`src/rtl/fwft_fifo_if.sv`:
```
// rtl/fwft_fifo_if.sv - producer/consumer handshake bundle for fwft_fifo.
interface fwft_fifo_if #(
  parameter int DATA_WIDTH = 32
);
  logic                  wr;
  logic [DATA_WIDTH-1:0] wr_data;
  logic                  full;
  logic                  rd;
  logic [DATA_WIDTH-1:0] rd_data;
  logic                  empty;

  modport master (
    output wr,
    output wr_data,
    input  full,
    output rd,
    input  rd_data,
    input  empty
  );

  modport slave (
    input  wr,
    input  wr_data,
    output full,
    input  rd,
    output rd_data,
    output empty
  );
endinterface

```
`src/rtl/fwft_fifo.sv`:
```
// rtl/fwft_fifo.sv - single-clock first-word-fall-through FIFO on a register array.
module fwft_fifo #(
  parameter int DATA_WIDTH = 32,
  parameter int ADDR_WIDTH = 2
) (
  input  logic        clk,
  input  logic        rst,
  fwft_fifo_if.slave  bus
);
  localparam int DEPTH = 2 ** ADDR_WIDTH;
  localparam logic [ADDR_WIDTH:0] DEPTH_C = (ADDR_WIDTH + 1)'(DEPTH);

  logic [DATA_WIDTH-1:0] mem_q [DEPTH];
  logic [ADDR_WIDTH-1:0] wr_ptr_q, wr_ptr_d;
  logic [ADDR_WIDTH-1:0] rd_ptr_q, rd_ptr_d;
  logic [ADDR_WIDTH:0]   count_q, count_d;
  logic                  empty_w, full_w, wr_acc, rd_acc;

  always_comb begin
    empty_w  = (count_q == '0);
    full_w   = (count_q == DEPTH_C);
    // A write while full is still accepted when the same edge pops the head.
    wr_acc   = bus.wr & (~full_w | bus.rd);
    rd_acc   = bus.rd & ~empty_w;
    wr_ptr_d = wr_ptr_q;
    rd_ptr_d = rd_ptr_q;
    count_d  = count_q;
    if (wr_acc) begin
      wr_ptr_d = wr_ptr_q + ADDR_WIDTH'(1);
    end
    if (rd_acc) begin
      rd_ptr_d = rd_ptr_q + ADDR_WIDTH'(1);
    end
    if (wr_acc && !rd_acc) begin
      count_d = count_q + (ADDR_WIDTH + 1)'(1);
    end else if (rd_acc && !wr_acc) begin
      count_d = count_q - (ADDR_WIDTH + 1)'(1);
    end
  end

  always_ff @(posedge clk) begin
    if (rst) begin
      wr_ptr_q <= '0;
      rd_ptr_q <= '0;
      count_q  <= '0;
    end else begin
      wr_ptr_q <= wr_ptr_d;
      rd_ptr_q <= rd_ptr_d;
      count_q  <= count_d;
    end
  end

  // Storage is deliberately left out of reset; empty masks stale contents.
  always_ff @(posedge clk) begin
    if (!rst && wr_acc) begin
      mem_q[wr_ptr_q] <= bus.wr_data;
    end
  end

  assign bus.empty   = empty_w;
  assign bus.full    = full_w;
  assign bus.rd_data = empty_w ? '0 : mem_q[rd_ptr_q];
endmodule

```
`src/flat_wrapper.sv`:
```
// flat-port wrapper written by rule: the top's interface ports become plain ports
module fwft_fifo_flat 
#(
  parameter int DATA_WIDTH = 32,
  parameter int ADDR_WIDTH = 2
)
  (clk, rst, bus_wr, bus_wr_data, bus_full, bus_rd, bus_rd_data, bus_empty);
  fwft_fifo_if #(.DATA_WIDTH(DATA_WIDTH)) bus_i ();
  input  logic clk;
  input  logic rst;
  input wire logic [$bits(bus_i.wr)-1:0] bus_wr;
  input wire logic [$bits(bus_i.wr_data)-1:0] bus_wr_data;
  output wire logic [$bits(bus_i.full)-1:0] bus_full;
  input wire logic [$bits(bus_i.rd)-1:0] bus_rd;
  output wire logic [$bits(bus_i.rd_data)-1:0] bus_rd_data;
  output wire logic [$bits(bus_i.empty)-1:0] bus_empty;
  assign bus_i.wr = bus_wr;
  assign bus_i.wr_data = bus_wr_data;
  assign bus_full = bus_i.full;
  assign bus_i.rd = bus_rd;
  assign bus_rd_data = bus_i.rd_data;
  assign bus_empty = bus_i.empty;
  fwft_fifo #(.DATA_WIDTH(DATA_WIDTH), .ADDR_WIDTH(ADDR_WIDTH)) u_core (.clk(clk), .rst(rst), .bus(bus_i));
endmodule
```
`config.mk`:
```
export PLATFORM = sky130hd
export DESIGN_NAME = fwft_fifo_flat
export DESIGN_NICKNAME = d
export VERILOG_FILES = /design/src/rtl/fwft_fifo_if.sv /design/src/rtl/fwft_fifo.sv /design/src/flat_wrapper.sv
export SDC_FILE = /design/constraint.sdc
export NUM_CORES = 1
export LEC_CHECK = 0
export ABC_CLOCK_PERIOD_IN_PS = 7200
export CORE_MARGIN = 2
export CORE_UTILIZATION = 60
export CTS_BUF_LIST = sky130_fd_sc_hd__clkbuf_2
export DETAILED_ROUTE_END_ITERATION = 7
export PLACE_DENSITY = 0.92
export SLEW_MARGIN = 10
export SYNTH_ARGS = -nofsm -noshare
export SYNTH_HDL_FRONTEND = slang
export SYNTH_SLANG_ARGS = --single-unit
```
`constraint.sdc`:
```
create_clock -name clk -period 7.2 [get_ports clk]
set_input_delay 0.72 -clock clk [delete_from_list [all_inputs] [get_ports clk]]
set_output_delay 0.72 -clock clk [all_outputs]
set_load 0.03 [all_outputs]
```
==> results of run 1 <==
## cell usage after synthesis
master / count / area share [%]
a21oi_1: 2 / 0.19
and2b_1: 8 / 1.1
buf_1: 3 / 0.21
buf_2: 2 / 0.19
buf_4: 2 / 0.28
clkbuf_1: 4 / 0.28
dfxtp_1: 9 / 3.4
edfxtp_1: 128 / 72
fa_1: 1 / 0.38
ha_1: 5 / 1.2
inv_1: 4 / 0.28
inv_2: 1 / 0.071
mux2_4: 1 / 0.28
mux2i_1: 2 / 0.38
mux4_2: 32 / 14
nand2_1: 1 / 0.071
nand2b_1: 2 / 0.24
nor2_1: 6 / 0.42
nor2b_1: 24 / 2.8
nor3_1: 1 / 0.094
nor3b_1: 4 / 0.57
o21ai_0: 2 / 0.19
o21ai_4: 1 / 0.31
o31ai_1: 1 / 0.14
or3_1: 2 / 0.24
or3b_4: 1 / 0.21
xor2_1: 3 / 0.49
## power by group through the flow
stage               sequential, mW  clock [mW]  combinational (mW)
finish                       0.969       0.435               0.890
global route                 0.977       0.477               0.941
CTS                          0.971       0.445               0.904
detailed placement           0.988           0               0.900
global placement             0.983           0               0.875
floorplan                    0.957           0               0.592
## worst max path at each step
| stage | startpoint | endpoint | slack, ns | depth (start not counted) |
|---|---|---|---|---|
| 2_1_floorplan | rst | u_core.mem_q[3][0] | 3.39 | 2 |
| 3_3_place_gp | u_core.count_q[0] | bus_rd_data[1] | 4.00 | 4 |
| 3_5_place_dp | u_core.count_q[0] | bus_rd_data[3] | 3.91 | 4 |
| 4_1_cts | u_core.count_q[0] | bus_rd_data[3] | 3.17 | 4 |
| 5_1_grt | u_core.count_q[0] | bus_rd_data[10] | 3.06 | 4 |
| 6_report | u_core.count_q[0] | bus_rd_data[3] | 3.33 | 4 |
## per-stage QoR
step / power, mW / cell area [sq um] / std cells / hold slack (ns) / setup WS (ns)
global route: 2.40 / 6400 / 456 / 0.531 / 3.06
detailed placement: 1.89 / 6160 / 424 / 0.489 / 3.91
global placement: 1.86 / 6160 / 424 / 0.472 / 4.00
floorplan: 1.55 / 5310 / 252 / 0.459 / 3.39
CTS: 2.32 / 6400 / 456 / 0.511 / 3.17
finish: 2.29 / 6400 / 456 / 0.511 / 3.33
## kinds of logic after synthesis
logic type | count (synthesis) | synth area share, %
buffers and inverters | 16 | 1.32
adders and majority gates | 6 | 1.56
DFF | 137 | 75.8
and+or+nand+nor | 49 | 5.80
AOI/OAI and AO/OA | 6 | 0.825
muxes | 35 | 14.2
xor gates and xnor gates | 3 | 0.495
## cell type report
cell class / count / area [sq um] / area share [%]
Multi-Input combinational cell: 99 / 1240 / 19.4
Clock buffer: 19 / 95.1 / 1.49
Clock inverter: 13 / 146 / 2.29
Tap cell: 108 / 135 / 2.11
Timing Repair Buffer: 75 / 736 / 11.5
Inverter: 5 / 18.8 / 0.293
Sequential cell: 137 / 4030 / 62.9
## sequential cells by signal (all words and copies together) (netlist names), named ones only
signal / count
u_core.wr_ptr_q: 2
u_core.count_q: 3
u_core.rd_ptr_q: 2
u_core.mem_q: 128
## worst reg2reg max path, cell delays in order, from the launching register on
cell and delay (ns):
dfxtp_1 0.50, or3b_4 0.20, o21ai_4 0.09, nor3b_2 0.96, buf_4 0.47
## layout by cell type (no fill, tap or decap), types with 3 or more instances in the layout
master,netlist,layout
edfxtp_1,128,128
clkdlybuf4s50_1,0,69
mux4_2,32,32
nor2b_1,24,24
clkbuf_2,0,19
and2b_1,8,8
dfxtp_1,9,7
nor2_1,6,6
buf_4,2,6
ha_1,5,5
inv_1,4,4
nor3b_2,0,4
clkinvlp_4,0,4
xor2_1,3,3
inv_6,0,3
clkinv_4,0,3
## per-layer routing
metal	vias to the layer above	global-route usage, %
met3	14	6.73
met1	1319	25.9
met4	0	8.01
met5	-	0
met2	124	34.4
li1	1174	-
==> results.py, run 1 <==
metrics = {
    "floorplanning": {
        "die_w_um": 98.1,
        "fp.dieArea_sq_um": 9620,
        "ios": 70,
        "initial_utilization_pct": 61.5,
        "die_h_um": 98.1,
        "coreArea_sq_um": 8640,
        "rows": 34,
    },
    "pwr": {
        "seqPwrFrac_pct": 42.3,
        "p_leak_nw": 2.08,
        "combinationalPowerShare_pct": 38.8,
        "internal-power_mw": 1.50,
        "pwr-share-clk_pct": 19.0,
        "power_switching_mw": 0.797,
        "irDropWorstVdd_mv": 0.357,
        "power.share.switching_pct": 34.8,
        "p_per_area_nw_per_um2": 359,
    },
    "drt": {
        "met2_length_um": 5050,
        "top_layer_used": "met4",
        "wl_met3_um": 683,
        "wl_per_cell_um": 20.7,
        "firstDrtPassIters": 4,
        "vias": 2631,
        "drt_wl_total_um": 9460,
        "ant_nets": 0,
        "drc": 0,
        "viasPerCell": 5.77,
        "drt-initial-drc-count": 166,
        "wl_met1_um": 3550,
    },
    "layout": {
        "antenna_cells": 0,
        "num-fill-cells": 481,
        "syn2layout_area_growth_pct": 20.5,
        "utilization_pct": 74.1,
        "drive_above_1_share_pct": 23.0,
        "nets": 377,
    },
    "outcome": {
        "status": "complete, no violations",
    },
    "timing": {
        "rsz0062_at_grt": "no",
        "worst_slew_pin_slew_ns": 1.20,
        "maxSlewViolCount": 0,
        "setup_viol": 0,
        "finClkSkew_ns": 0.0266,
        "post-route-min-period_ns": 3.87,
        "max_freq_mhz": 258,
        "hold_viol": 0,
        "timing.slew.headroom_pct": 19.3,
        "fin_crit_sh_pct": 53.8,
        "fin_tns_setup_ns": 0,
    },
    "synthesis": {
        "synth_area_sq_um": 5310,
        "yosys_register_bits": 137,
        "synth_nets": 294,
        "syn_avg_cell_area_sq_um": 21.1,
        "synth_cell_types": 27,
        "yosys_warnings": 0,
        "netlist_instances": 252,
        "yosysSeqAreaShare_pct": 75.8,
    },
    "setup_path": {
        "rrSetupSlack_ns": 4.67,
        "r2r.worst_path.cells": 4,
        "critPathLaunchType": "register",
        "path_class": "reg -> out",
        "slowest_delay_ns": 0.89,
        "regToRegEndpoint": "u_core.mem_q[2][0]",
        "crit_path_top_delay_cell": "nor3_2",
        "required_ns": 6.48,
        "cp_max_fo": 20,
        "cp_cell_sequence": "nor3_2, buf_4, and2b_1, clkdlybuf4s50_1",
        "worst_ep_arrival_time_ns": 3.15,
        "r2r_start": "u_core.count_q[0]",
        "cp_top_family": "simple AND/OR/NAND/NOR gates",
        "path_buf_inv": 2,
        "critPathCaptureType": "primary output",
    },
    "clock_network": {
        "cts_buffers": 17,
        "clockRootBuffer": "clkbuf_2",
        "clk_pin_slew_worst_paths_ns": 0.18,
        "cts_tree": "built",
        "clock_path_buffers": 2,
        "cts_resized": 0,
        "hold_buffers": 0,
        "cts_setup_buffers": 0,
        "htree_levels": 4,
        "clock-sinks": 137,
        "clk-insertion-delay-late_ns": 0.66,
    },
    "global_routing": {
        "grt_pass1_wl_um": 14500,
        "grt_max_degree": 33,
        "antenna_found_initial": 0,
        "overflow": 0,
        "grt_pass1_vias": 2719,
        "track_usage_pct": 20.8,
    },
    "place": {
        "io_buffer_count": 69,
        "place_congestion": 0.705,
        "hpwl_um": 6030,
    },
    "min_path": {
        "holdCritStartpoint": "u_core.rd_ptr_q[1]",
        "min_path_cells": 2,
        "hold_class": "reg -> reg",
    },
    "flow_run": {
        "cap_violations": 0,
    },
}
(Power assumes the default switching activity.)
==> run 2: changes to the inputs <==
- ABC_CLOCK_PERIOD_IN_PS: 7200 -> 3500
- CORE_UTILIZATION: 60 -> 51
- PLACE_DENSITY: 0.92 -> 0.84
- clock period: 7.2 -> 3.5 ns (I/O delays scaled with it)
==> run 2 against run 1 <==
Net effect: register-to-register slack lost 3.4 ns; global-route usage shrank 3.9 points; non-clock buffer count grew 5; wire length shrank 5.8%; die area grew 17%; worst setup slack lost 3.0 ns; largest power group unchanged; clock power grew 92%; critical path type unchanged; via count shrank 1.5%.
==> results.py, run 2 (synthesis gave the netlist of run 1 again) <==
metrics = {
    "setup_path": {
        "slowest_delay_ns": 0.94,
        "required_ns": 3.15,
        "cp_top_family": "flip-flops",
        "rrSetupSlack_ns": 1.23,
        "cp_cell_sequence": "mux4_2, nor2b_1, clkdlybuf4s50_1",
        "cp_max_fo": 32,
        "r2r_start": "u_core.count_q[0]",
        "critPathLaunchType": "register",
        "regToRegEndpoint": "u_core.count_q[2]",
        "r2r.worst_path.cells": 9,
        "path_class": "reg -> out",
        "worst_ep_arrival_time_ns": 2.86,
        "crit_path_top_delay_cell": "dfxtp_2",
        "critPathCaptureType": "primary output",
        "path_buf_inv": 1,
    },
    "clock_network": {
        "htree_levels": 4,
        "clk-insertion-delay-late_ns": 0.66,
        "clock-sinks": 137,
        "cts_setup_buffers": 0,
        "clk_pin_slew_worst_paths_ns": 0.23,
        "clockRootBuffer": "clkbuf_2",
        "cts_resized": 0,
        "hold_buffers": 0,
        "cts_tree": "built",
        "cts_buffers": 17,
        "clock_path_buffers": 2,
    },
    "layout": {
        "layout_commonest_cell": "edfxtp_1",
        "largest_reg_flops": 128,
        "regMostFlops": "u_core.mem_q",
        "nets": 382,
        "drive_above_1_share_pct": 24.4,
        "num-fill-cells": 693,
        "utilization_pct": 63.3,
        "layout_common_cells": "edfxtp_1, clkdlybuf4s50_1, mux4_2",
        "top_regs": "u_core.mem_q x128, u_core.count_q x3",
        "fin_cells": 489,
        "syn2layout_area_growth_pct": 22.0,
        "antenna_cells": 0,
    },
    "floorplanning": {
        "ios": 70,
        "fp.dieArea_sq_um": 11200,
        "rows": 37,
        "initial_utilization_pct": 51.9,
        "die_h_um": 106,
        "coreArea_sq_um": 10200,
        "die_w_um": 106,
    },
    "global_routing": {
        "grt_pass1_wl_um": 13900,
        "overflow": 0,
        "grt_max_degree": 33,
        "grt_pass1_vias": 2712,
        "track_usage_pct": 16.9,
        "antenna_found_initial": 0,
    },
    "drt": {
        "vias": 2592,
        "met2_length_um": 4630,
        "wl_met1_um": 3750,
        "viasPerCell": 5.30,
        "wl_met3_um": 421,
        "drt-initial-drc-count": 158,
        "drc": 0,
        "top_layer_used": "met4",
        "ant_nets": 0,
        "drt_wl_total_um": 8910,
        "firstDrtPassIters": 6,
        "wl_per_cell_um": 18.2,
    },
    "timing": {
        "hold_viol": 0,
        "rsz0062_at_grt": "no",
        "fin_crit_sh_pct": 91.8,
        "maxSlewViolCount": 0,
        "worst_slew_pin_slew_ns": 0.867,
        "finClkSkew_ns": 0.0296,
        "timing.slew.headroom_pct": 42.2,
        "setup_viol": 0,
        "post-route-min-period_ns": 3.21,
        "max_freq_mhz": 311,
    },
    "min_path": {
        "min_path_cells": 1,
        "min_to": "u_core.mem_q[1][28]",
        "holdCritStartpoint": "bus_wr_data[28]",
        "hold_class": "in -> reg",
    },
    "place": {
        "dpl.cell_count": 457,
        "place_congestion": 0.709,
        "hpwl_um": 5750,
        "io_buffer_count": 69,
    },
    "pwr": {
        "p_per_area_nw_per_um2": 722,
        "p_leak_nw": 2.11,
        "irDropWorstVdd_mv": 0.351,
    },
    "outcome": {
        "status": "complete, no violations",
    },
    "flow_run": {
        "cap_violations": 0,
    },
}
==> run 2: how the worst max path moves through the flow <==
| stage | startpoint | to | slack [ns] | cells after the start |
|---|---|---|---|---|
| 2_1_floorplan | u_core.count_q[0] | u_core.mem_q[0][0] | -0.02 | 3 |
| 3_3_place_gp | register | bus_rd_data[14] | 0.90 | 4 |
| 3_5_place_dp | register | bus_rd_data[8] | 0.86 | 4 |
| 4_1_cts | register | bus_rd_data[8] | 0.12 | 4 |
| 5_1_grt | register | bus_rd_data[29] | 0.08 | 3 |
| 6_report | register | bus_rd_data[29] | 0.29 | 3 |
==> run 2: cell type report <==
cell class | count | area, sq um | area share (%)
Clock buffer | 17 | 85.1 | 1.31
Clock inverter | 15 | 135 | 2.09
Inverter | 5 | 18.8 | 0.290
Multi-Input combinational cell | 99 | 1240 | 19.2
Sequential cell | 137 | 4030 | 62.2
Tap cell | 136 | 170 | 2.63
Timing Repair Buffer | 80 | 798 | 12.3
==> run 2: routing by layer <==
layer / vias to the layer above / track usage (%)
met5: - / 0
met4: 0 / 5.92
met3: 10 / 5.46
met2: 81 / 28.4
met1: 1313 / 20.7
li1: 1188 / -
==> run 2: power by group <==
part | switching, mW | internal [mW]
logic | 0.955 | 0.875
registers | 0.119 | 1.90
clock network | 0.618 | 0.215
total | 1.69 | 2.99
==> run 2: stage by stage <==
step	setup TNS (ns)	hold WS (ns)	worst slack, ns	cell area [sq um]	total power [mW]
floorplan	-1.61	0.449	-0.0159	5310	3.19
global placement	0	0.463	0.899	6250	3.86
detailed placement	0	0.479	0.862	6250	3.90
CTS	0	0.232	0.121	6470	4.74
global route	0	0.201	0.0827	6480	4.92
finish	0	0.291	0.289	6480	4.68
